### config.mk
export PLATFORM = sky130hd
export DESIGN_NAME = column_sequencer
export DESIGN_NICKNAME = d
export VERILOG_FILES = /design/src/rtl/column_pkg.sv /design/src/rtl/settle_timer.sv /design/src/rtl/column_sequencer.sv
export SDC_FILE = /design/constraint.sdc
export NUM_CORES = 1
export LEC_CHECK = 0
export BUFFER_PORTS_ARGS = -buffer_cell sky130_fd_sc_hd__clkbuf_2
export CAP_MARGIN = 20
export CORE_UTILIZATION = 36
export CTS_CLUSTER_DIAMETER = 60
export CTS_CLUSTER_SIZE = 20
export DETAILED_ROUTE_END_ITERATION = 12
export GPL_ROUTABILITY_DRIVEN = 0
export MAX_ROUTING_LAYER = met4
export PLACE_DENSITY = 0.66
export REMOVE_ABC_BUFFERS = 1
export SYNTH_ARGS = -nofsm -noshare
export SYNTH_HDL_FRONTEND = slang
export SYNTH_SLANG_ARGS = --single-unit
### constraint.sdc
create_clock -name clk -period 1.84 [get_ports clk]
set_clock_uncertainty 0.05 [all_clocks]
set_input_delay 0.368 -clock clk [delete_from_list [all_inputs] [get_ports clk]]
set_output_delay 0.368 -clock clk [all_outputs]
set_load 0.02 [all_outputs]
### src/rtl/column_pkg.sv
// Shared constants and state encoding for the column sequencer.
package column_pkg;

    localparam int NUM_COLS = 25;
    localparam int PIPE_W   = 64;
    localparam int SETTLE   = 2;
    localparam int COL_W    = 5;
    localparam int NUM_W    = 32;
    localparam int SETTLE_W = $clog2(SETTLE + 1);

    typedef enum logic [2:0] {
        ST_IDLE    = 3'd0,
        ST_ASSERT  = 3'd1,
        ST_WAIT    = 3'd2,
        ST_CAPTURE = 3'd3,
        ST_OFFER   = 3'd4,
        ST_DONE    = 3'd5
    } state_e;

endpackage

### src/rtl/settle_timer.sv
// Down-counter that measures how long the reader's pipe word needs to settle.
// Loading sets SETTLE-1; the zero flag marks the final settle cycle.
module settle_timer
    import column_pkg::*;
(
    input  logic clk,
    input  logic rst_n,
    input  logic load,
    output logic zero
);

    localparam logic [SETTLE_W-1:0] LOAD_VAL = SETTLE_W'(SETTLE - 1);
    localparam logic [SETTLE_W-1:0] ONE      = SETTLE_W'(1);

    logic [SETTLE_W-1:0] count_q;
    logic [SETTLE_W-1:0] count_d;

    // Next count: reload on request, otherwise count down and stop at zero.
    always_comb begin
        count_d = count_q;
        if (load) begin
            count_d = LOAD_VAL;
        end else if (count_q != '0) begin
            count_d = count_q - ONE;
        end else begin
            count_d = count_q;
        end
    end

    // Count register with synchronous active-low reset.
    always_ff @(posedge clk) begin
        if (!rst_n) begin
            count_q <= '0;
        end else begin
            count_q <= count_d;
        end
    end

    assign zero = (count_q == '0);

endmodule

### src/rtl/column_sequencer.sv
// Upstream controller for the bit-column reader: strobes each column once,
// waits for the pipe word to settle, latches it and offers it downstream.
module column_sequencer
    import column_pkg::*;
(
    input  logic              clk,
    input  logic              rst_n,
    input  logic              start,
    output logic              readData,
    output logic [NUM_W-1:0]  num,
    input  logic [PIPE_W-1:0] pipe,
    output logic              col_valid,
    input  logic              col_ready,
    output logic [PIPE_W-1:0] col_data,
    output logic [COL_W-1:0]  col_idx,
    output logic              busy,
    output logic              done
);

    localparam logic [COL_W-1:0] LAST_COL = COL_W'(NUM_COLS - 1);
    localparam logic [COL_W-1:0] COL_ONE  = COL_W'(1);

    state_e              state_q, state_d;
    logic [COL_W-1:0]    col_q, col_d;
    logic [NUM_W-1:0]    num_q, num_d;
    logic [PIPE_W-1:0]   col_data_q, col_data_d;
    logic [COL_W-1:0]    col_idx_q, col_idx_d;
    logic                read_data_q, read_data_d;
    logic                col_valid_q, col_valid_d;
    logic                busy_q, busy_d;
    logic                done_q, done_d;
    logic                timer_load;
    logic                timer_zero;

    settle_timer u_settle_timer (
        .clk   (clk),
        .rst_n (rst_n),
        .load  (timer_load),
        .zero  (timer_zero)
    );

    // Next-state, datapath and output decode; outputs follow the next state
    // so that every port is driven straight from a flop.
    always_comb begin
        state_d    = state_q;
        col_d      = col_q;
        col_data_d = col_data_q;
        col_idx_d  = col_idx_q;
        timer_load = 1'b0;

        case (state_q)
            ST_IDLE: begin
                if (start) begin
                    col_d   = '0;
                    state_d = ST_ASSERT;
                end else begin
                    state_d = ST_IDLE;
                end
            end
            ST_ASSERT: begin
                timer_load = 1'b1;
                state_d    = ST_WAIT;
            end
            ST_WAIT: begin
                if (timer_zero) begin
                    state_d = ST_CAPTURE;
                end else begin
                    state_d = ST_WAIT;
                end
            end
            ST_CAPTURE: begin
                col_data_d = pipe;
                col_idx_d  = col_q;
                state_d    = ST_OFFER;
            end
            ST_OFFER: begin
                // col_valid is high throughout OFFER, so col_ready alone
                // completes the handshake here.
                if (col_ready) begin
                    if (col_q == LAST_COL) begin
                        state_d = ST_DONE;
                    end else begin
                        col_d   = col_q + COL_ONE;
                        state_d = ST_ASSERT;
                    end
                end else begin
                    state_d = ST_OFFER;
                end
            end
            ST_DONE: begin
                state_d = ST_IDLE;
            end
            default: begin
                state_d = ST_IDLE;
            end
        endcase

        read_data_d = (state_d == ST_ASSERT);
        col_valid_d = (state_d == ST_OFFER);
        busy_d      = (state_d != ST_IDLE);
        done_d      = (state_d == ST_DONE);
        if (state_d == ST_ASSERT) begin
            num_d = {{(NUM_W - COL_W){1'b0}}, col_d};
        end else begin
            num_d = num_q;
        end
    end

    // State, datapath and registered outputs; reset aborts any frame.
    always_ff @(posedge clk) begin
        if (!rst_n) begin
            state_q     <= ST_IDLE;
            col_q       <= '0;
            num_q       <= '0;
            col_data_q  <= '0;
            col_idx_q   <= '0;
            read_data_q <= 1'b0;
            col_valid_q <= 1'b0;
            busy_q      <= 1'b0;
            done_q      <= 1'b0;
        end else begin
            state_q     <= state_d;
            col_q       <= col_d;
            num_q       <= num_d;
            col_data_q  <= col_data_d;
            col_idx_q   <= col_idx_d;
            read_data_q <= read_data_d;
            col_valid_q <= col_valid_d;
            busy_q      <= busy_d;
            done_q      <= done_d;
        end
    end

    assign readData  = read_data_q;
    assign num       = num_q;
    assign col_valid = col_valid_q;
    assign col_data  = col_data_q;
    assign col_idx   = col_idx_q;
    assign busy      = busy_q;
    assign done      = done_q;

endmodule

# Word level (Yosys, flattened, before mapping)
# Cells that the tools add are included.
[totals]
in_bits = 68
memories = 0
mem_bits_ro = 0
mem_bits_rw = 0
latchBits = 0
reg_bits = 88
[op_classes]
n_div = 0
order_cmp = 0
shift = 0
n_reduce_logical = 6
bitwise = 1
multipliers = 0
eq_ne = 8
n_mux = 12
addsub = 2
[ops]
columns = ["op", "count"]
rows = [
  ["two-way mux 5 bit", 3],
  ["one-hot mux 3 bit (5 select lines)", 1],
  ["one-hot mux 5 bit (2 select lines)", 1],
  ["equality test 3 bit (second input constant)", 3],
  ["equality test 3 x 1 -> 1 bit (second input constant)", 2],
  ["equality test 3 x 2 -> 1 bit (second input constant)", 2],
  ["two-way mux 3 bit", 2],
  ["adder 5 x 1 -> 5 bit (second input constant)", 1],
  ["equality test 5 bit (second input constant)", 1],
  ["two-way mux 1 bit", 5],
  ["nonzero test 2 bit", 2],
  ["logical NOT 3 bit", 1],
  ["nonzero test 3 bit", 1],
  ["logical NOT 2 bit", 1],
  ["OR reduction 2 bit", 1],
  ["subtractor 2 x 1 -> 2 bit (second input constant)", 1],
  ["inverter 1 bit", 1],
]

# Logic depth before layout (Yosys ltp)
# Gate-level depths: netlist of run 1.
[depth]
word_depth = 5
mapped_depth = 7
ltp_nobuf = 6

# Cells and area by module
# From an unflattened synthesis of run 1, not the netlist that was laid out.
[hier_totals]
hier_cells = 429
area_unflattened_um2 = 3638.5
[modules_own_cells]
columns = ["module", "area_each_um2", "n_inst", "cells_per_inst", "seq_area_each_um2"]
rows = [
  ["column_sequencer", 3524.6, 1, 418, 1721.7],
  ["settle_timer", 113.9, 1, 11, 40.0],
]

# Worst setup path before layout of run 1
# OpenSTA, ideal clock, no wires.
[synth_path]
path_type = "reg2reg"
startpoint = "reg col_q[0]"
endpoint = "reg col_q[0]"
path_buffers = 0
setup_ns = 0.063
arrival_ns = 1.522
required_ns = 1.727
stages_incl_launch_ff = 7
period_less_slack_ns = 1.635
path_slack_ns = 0.205
cell_sequence = "dfxtp_1 inv_1 ha_1 and4b_1 or4b_1 o21a_1 nor2_2"
[synth_via]
elab_chain_len = 4
elab_cells_between_ends = 6
cone_classes = "1 x add/sub; 1 x eq/ne; 4 x mux"
[synth_rtl]
columns = ["element", "line_no", "text"]
rows = [
  ["start: declaration", "column_sequencer.sv:24", "logic [COL_W-1:0] col_q, col_d;"],
  ["start signal: assignment", "column_sequencer.sv:123", "col_q <= col_d;"],
  ["adder 5 x 1 -> 5 bit / equality test 5 bit (equally long branches)", "column_sequencer.sv:83, column_sequencer.sv:80", ""],
  ["two-way mux 5 bit", "column_sequencer.sv:80", "if (col_q == LAST_COL) begin"],
  ["two-way mux 5 bit", "column_sequencer.sv:79", "if (col_ready) begin"],
  ["one-hot mux 5 bit (2 select lines) *", "column_sequencer.sv:51", "case (state_q)"],
]
# Mark *: on every way between the ends. The rest lies on a longest branch, timed or not.
# A chain may end at the register's enable or synchronous reset.

# Final worst setup path of run 1
[layout_path]
startpoint = "reg col_q[1]"
endpoint = "reg col_q[0]"
[layout_via]
elab_chain_len = 4
[layout_rtl]
columns = ["element", "line_no"]
rows = [
  ["equality test 5 bit", "column_sequencer.sv:80"],
  ["two-way mux 5 bit", "column_sequencer.sv:80"],
  ["two-way mux 5 bit", "column_sequencer.sv:79"],
  ["one-hot mux 5 bit (2 select lines)", "column_sequencer.sv:51"],
]
# Every way passes these cells.

==> results.yml, run 1 <==
run_status:
  run_status: "completed"
floorplan:
  coreArea_mm2: 0.009240
  num_rows: 35
  total_die_area_mm2: 0.009931
  floorplan.io_pins: 173
  dieWidth_um: 99.66
  floorplan.initialDensity: 0.3716
  chip_height_um: 99.66
routing:
  drc_errors: 0
  via_count: 3180
  avgViaCountPerCell: 4.569
  drt_wl_total_um: 8211
  drt_iter0_markers: 116
  drtAntennaViolNets: 0
  drt-pass1-iter-count: 4
  wl_per_cell_um: 11.80
setup_path:
  timing.reg2reg.worst_path_depth: 6
  crit_arrival_ps: 1990
  worstSetupEndpointType: "flop"
  setup.worst_path.class: "reg2reg"
  path_max_fanout: 5
  timing.rr.start: "col_q[1]"
  reg2reg_capture_point: "col_q[0]"
  worst_case_register_to_register_setup_slack_ps: 90
  worstPathRequired_ps: 2070
  timing.critical_path.from_type: "flop"
placed_design:
  number_of_cells_after_detailed_placement: 682
  placedInstanceArea_mm2: 0.004175
  numPortBuffers: 145
  detailed_place_hpwl_um: 5815
clock_tree:
  clk_latency_ps: 340
  ctsRootBufferMaster: "sky130_fd_sc_hd__clkbuf_8"
  cts_tree: "yes"
  cts_hold_buffers: 0
  clkSinkCount: 88
  maximum_number_of_buffers_from_clock_root_to_sink: 2
  numCtsBuffers: 9
  clk_transition_reported_paths_ps: 90
  cts_htree_levels: 3
  cts_post_setup_buffers_inserted: 0
cells_and_area:
  post_route_cells_drive_above_1_share: 0.3104
  area.growth.synth_to_final_pct: 28.24
  postLayoutCellArea_mm2: 0.004403
  layout.nets: 635
  finalCoreUtilization: 0.4765
  post_route_insts_no_fill: 696
  antenna_cells_inserted: 0
global_routing:
  grt.overflow.total: 0
  wire_length_of_the_first_global_routing_pass_um: 13280
  grt_max_degree: 44
  grt_pass1_vias: 2902
  global_route.usage.total: 0.1707
  grt_antenna_before_repair: 0
timing:
  fmax_mhz: 570.3
  rsz0062_at_grt: "false"
  finalHoldViolCount: 0
  setup-violations-final: 0
  report.final.slew_viol_count: 0
  finalCritPeriodShare: 0.9530
  post-route-min-period_ps: 1753
  fin_setup_tns_ps: 0
pwr:
  irDropWorstVdd_uv: 392.3
  power_density_mw_per_mm2: 979.4
  internal_power_mw: 3.159
  total_switching_power_mw: 1.153
  power.combinational.fraction: 0.167
  power.clock.fraction: 0.355
  post-layout-total-power_mw: 4.312
  power_switching_share: 0.2674
  seq_power_share: 0.478
  leakage_nw: 1.913
synth:
  netlist_instances: 427
  synth.largest_area_cell: "sky130_fd_sc_hd__dfxtp_1"
  yosysWarnings: 0
  synth_top_flop_cell: "sky130_fd_sc_hd__dfxtp_1"
  ys_top_cells_by_count: "142 x sky130_fd_sc_hd__nand2_1, 88 x sky130_fd_sc_hd__dfxtp_1, 77 x sky130_fd_sc_hd__a21oi_1, 27 x sky130_fd_sc_hd__buf_4, 21 x sky130_fd_sc_hd__clkbuf_1"
  ys_top_cells_by_area: "sky130_fd_sc_hd__dfxtp_1 51%, sky130_fd_sc_hd__nand2_1 16%, sky130_fd_sc_hd__a21oi_1 11%"
  ys_ff_latch: 88
  synth_area_mm2: 0.003433
  synth_seq_area_share: 0.5131
  ys_types: 44
  async_flop_share: 0
  synth_enable_flop_cells: 0
  post-synth-top-area-fraction: 0.5131
  yosys.cell_count.top_type: "sky130_fd_sc_hd__nand2_1"
  avgSynthCellArea_um2: 8.040
hold_path:
  worst_hold_startpoint: "pipe[30]"
  worstHoldPathType: "in2reg"
  hold_end: "col_data[30]"
  timing.hold.worst_path_depth: 3
flow_run:
  drv.max_cap_violation_count: 0
==> state kept, by name, summed over array words and instances, names as in the netlist, 2 cells and up <==
signal                  cells
num                         5
col_idx                     5
u_settle_timer.count_q      2
col_data                   64
col_q                       5
state_q                     3
==> power by group through the flow <==
stage          Clock (mW)  Combinational [mW]  Sequential, mW
6_report             1.53               0.720            2.06
3_3_place_gp            0               0.710            2.10
5_1_grt              1.66               0.799            2.08
3_5_place_dp            0               0.725            2.11
2_1_floorplan           0               0.341            2.22
4_1_cts              1.59               0.728            2.06
==> worst max-delay path, stage by stage, from the launching register on <==
cell and delay [ps]:
sky130_fd_sc_hd__dfxtp_2 380, sky130_fd_sc_hd__inv_1 80, sky130_fd_sc_hd__ha_1 220, sky130_fd_sc_hd__and4b_1 230
sky130_fd_sc_hd__or4b_1 540, sky130_fd_sc_hd__o21a_1 140, sky130_fd_sc_hd__nor2_2 70
==> timing repair <==
item                                    in CTS  in global routing
endpoints found under the setup margin       0                  2
endpoints found under the hold margin        0                  0
resized for setup                            0                  3
==> cell usage in the layout (no fill, tap or decap), drive strengths merged, types with 2 or more instances in the layout <==
master and instances:
a211o 3, a211oi 2, a21oi 78, and2 2, buf 11, bufinv 3, clkbuf 155, conb 27
dfxtp 88, ha 3, inv 7, nand2 142, nand3b 3, nor2 8, nor3 2, o21a 2
o21ai 9, or3b 2
==> worst max path at each step <==
stage	from	end	slack, ps	cells after the start
2_1_floorplan	state_q[2]	done	-700	3
3_3_place_gp	col_q[0]	col_q[0]	140	6
3_5_place_dp	col_q[1]	col_q[0]	70	6
4_1_cts	col_q[1]	col_q[0]	40	6
5_1_grt	col_q[1]	col_q[0]	4	6
6_report	col_q[1]	col_q[0]	90	6
==> layer usage <==
metal	routed length, um	GRT usage
met5	0	-
met4	65	0.04864
met3	506	0.04357
met2	4029	0.2991
met1	3610	0.1917
==> area by class of cell <==
| class | count | area [um^2] |
|---|---|---|
| clock buffer | 10 | 127.6 |
| clock inverter | 4 | 95.09 |
| fill | 951 | 4837 |
| inverter | 7 | 26.28 |
| multi-input combinational | 302 | 1418 |
| sequential | 88 | 1767 |
| tap | 129 | 161.4 |
| timing repair buffer | 156 | 808.3 |
==> stage by stage <==
step / setup slack (ps) / hold slack (ps)
after CTS: 37.28 / 166.4
after global routing: 3.657 / 166.4
final: 86.56 / 186.1
after floorplan: -697.1 / 419.6
after detailed placement: 65.30 / 395.4
after global placement: 140.3 / 391.0
==> cells by family (layout without fill, tap and decap cells) <==
| family | count (synthesis) | count (layout) | synth area share |
|---|---|---|---|
| AOI/OAI and AO/OA | 100 | 100 | 0.1582 |
| xor gates and xnor gates | 2 | 2 | 0.005103 |
| adders and majority gates | 3 | 3 | 0.01093 |
| buffers and inverters | 63 | 177 | 0.1028 |
| DFF | 88 | 88 | 0.5131 |
| other | 1 | 27 | 0.001092 |
| and+or+nand+nor | 170 | 170 | 0.2088 |
Power figures use the tool's default switching activity.
==> inputs of run 2 (changes only) <==
--- a/config.mk
+++ b/config.mk
@@ -14,7 +14,6 @@
 export GPL_ROUTABILITY_DRIVEN = 0
 export MAX_ROUTING_LAYER = met4
 export PLACE_DENSITY = 0.66
-export REMOVE_ABC_BUFFERS = 1
 export SYNTH_ARGS = -nofsm -noshare
 export SYNTH_HDL_FRONTEND = slang
 export SYNTH_SLANG_ARGS = --single-unit
==> constraint.sdc (replaced) <==
create_clock -name clk -period 1.9 [get_ports clk]
set_clock_uncertainty 0.05 [all_clocks]
set_input_delay 0.38 -clock clk [delete_from_list [all_inputs] [get_ports clk]]
set_output_delay 0.38 -clock clk [all_outputs]
set_load 0.02 [all_outputs]
==> run 2 against run 1 <==
- flip-flop and latch count did not move
- highest routed layer unchanged
- via count shrank 0.38%
- sequential power is 2% lower
- die area is the same
- cell count down 0.29%
==> results.yml, run 2 (same netlist as run 1, synthesis figures left out) <==
run_status:
  run_status: "completed"
cells_and_area:
  layout.cells.most_common: "sky130_fd_sc_hd__clkbuf_2"
  antenna_cells_inserted: 0
  layout.cells.most_common_list: "145 x sky130_fd_sc_hd__clkbuf_2, 142 x sky130_fd_sc_hd__nand2_1, 88 x sky130_fd_sc_hd__dfxtp_1, 77 x sky130_fd_sc_hd__a21oi_1, 27 x sky130_fd_sc_hd__conb_1"
  area.growth.synth_to_final_pct: 28.28
  multiInputGateArea_mm2: 0.001418
  ff_latch_area_mm2: 0.001762
  layout.nets: 631
  layout.filler_cells: 922
  max_reg_flops: 64
  finalCoreUtilization: 0.4766
  post_route_cells_drive_above_1_share: 0.3044
floorplan:
  num_rows: 35
  coreArea_mm2: 0.009240
  chip_height_um: 99.66
  floorplan.initialDensity: 0.3716
  dieWidth_um: 99.66
  total_die_area_mm2: 0.009931
  floorplan.io_pins: 173
global_routing:
  grt_pass1_vias: 2818
  global_route.usage.total: 0.1664
  grt_antenna_before_repair: 0
  wire_length_of_the_first_global_routing_pass_um: 12790
  grt_max_degree: 68
  grt.overflow.total: 0
pwr:
  irDropWorstVdd_uv: 378.2
  leakage_nw: 1.899
  power_density_mw_per_mm2: 934.2
setup_path:
  cp_slowest_cell: "sky130_fd_sc_hd__or4b_1"
  timing.critical_path.from_type: "flop"
  crit_arrival_ps: 2030
  crit_chain: "inv_1, ha_1, and4b_1, or4b_1, o21a_1, nor2_2"
  path_max_fanout: 5
  worstPathRequired_ps: 2140
  setup.worst_path.class: "reg2reg"
  critical-path-max-stage-delay_ps: 550
  worstSetupEndpointType: "flop"
hold_path:
  worstHoldPathType: "in2reg"
routing:
  avgViaCountPerCell: 4.565
  wl_per_cell_um: 11.66
  via_count: 3168
  drt_iter0_markers: 57
  met2WireLength_um: 4028
  drc_errors: 0
  wl_met3_um: 377
  drt-pass1-iter-count: 4
  detail_route.wirelength.met1_um: 3604
  top_signal_layer_used: "met4"
  drtAntennaViolNets: 0
  drt_wl_total_um: 8089
clock_tree:
  quantity_of_gates_resized_following_cts: 0
  cts_hold_buffers: 0
  cts_tree: "yes"
  clk_latency_ps: 340
  cts_post_setup_buffers_inserted: 0
  maximum_number_of_buffers_from_clock_root_to_sink: 2
  ctsRootBufferMaster: "sky130_fd_sc_hd__clkbuf_8"
  clk_transition_reported_paths_ps: 90
  cts_htree_levels: 3
  numCtsBuffers: 9
  clkSinkCount: 88
timing:
  setup-violations-final: 0
  finalHoldViolCount: 0
  report.final.slew_viol_count: 0
  rsz0062_at_grt: "false"
  post-route-min-period_ps: 1787
  fmax_mhz: 559.6
  fin_setup_tns_ps: 0
  finalCritPeriodShare: 0.9405
placed_design:
  numPortBuffers: 145
  detailed_place_hpwl_um: 5677
flow_run:
  drv.max_cap_violation_count: 0
-- run 2: cell count changes in the layout (fill, tap and decap cells not counted), sizes merged --
cell	delta
clkbuf	+1
bufinv	-1
buf	-4
clkinvlp	+2
-- run 2: metal layers --
metal  track usage  up-vias
met3       0.02741       12
met4       0.06674        0
li1              -     1605
met2        0.2831      108
met5             -        -
met1        0.1959     1443
-- run 2: area by class of cell --
cell class | count | area share
clock buffers | 11 | 0.03210
well taps | 129 | 0.03665
flip-flops and latches | 88 | 0.4000
multi-input cells | 302 | 0.3219
repair buffers | 152 | 0.1852
clock inverters | 5 | 0.01818
inverters | 7 | 0.005966
-- run 2: stage by stage --
stage | worst slack [ps] | total power [mW] | cell area [um^2] | cells | hold slack (ps)
final | 113.0 | 4.114 | 4404 | 694 | 194.2
after global routing | 58.86 | 4.348 | 4404 | 694 | 173.9
after CTS | 121.3 | 4.183 | 4404 | 694 | 177.8
after detailed placement | 155.7 | 2.737 | 4183 | 678 | 396.8
after global placement | 180.1 | 2.720 | 4183 | 678 | 391.5
after floorplan | 265.2 | 2.552 | 3531 | 453 | 419.6
-- run 2: final timing paths --
path                 from           end  slack [ps]  cells after the start
min reg2reg  col_data[40]  col_data[40]         400                      2
max reg2reg      col_q[0]      col_q[0]         110                      6
max              col_q[0]      col_q[0]         110                      6
min              pipe[35]  col_data[35]         190                      3
-- run 2: power by group --
part	switching (mW)	internal, mW
Combinational	0.425	0.251
Sequential	0.0678	1.95
Clock	0.646	0.776
-- run 2: worst max-delay path: cells and delay by family, from the launching register on --
family                     cells  cell delay [ps]
and+or+nand+nor                3              830
DFF                            1              400
adders and majority gates      1              230
AOI/OAI and AO/OA              1              140
buffers and inverters          1               80
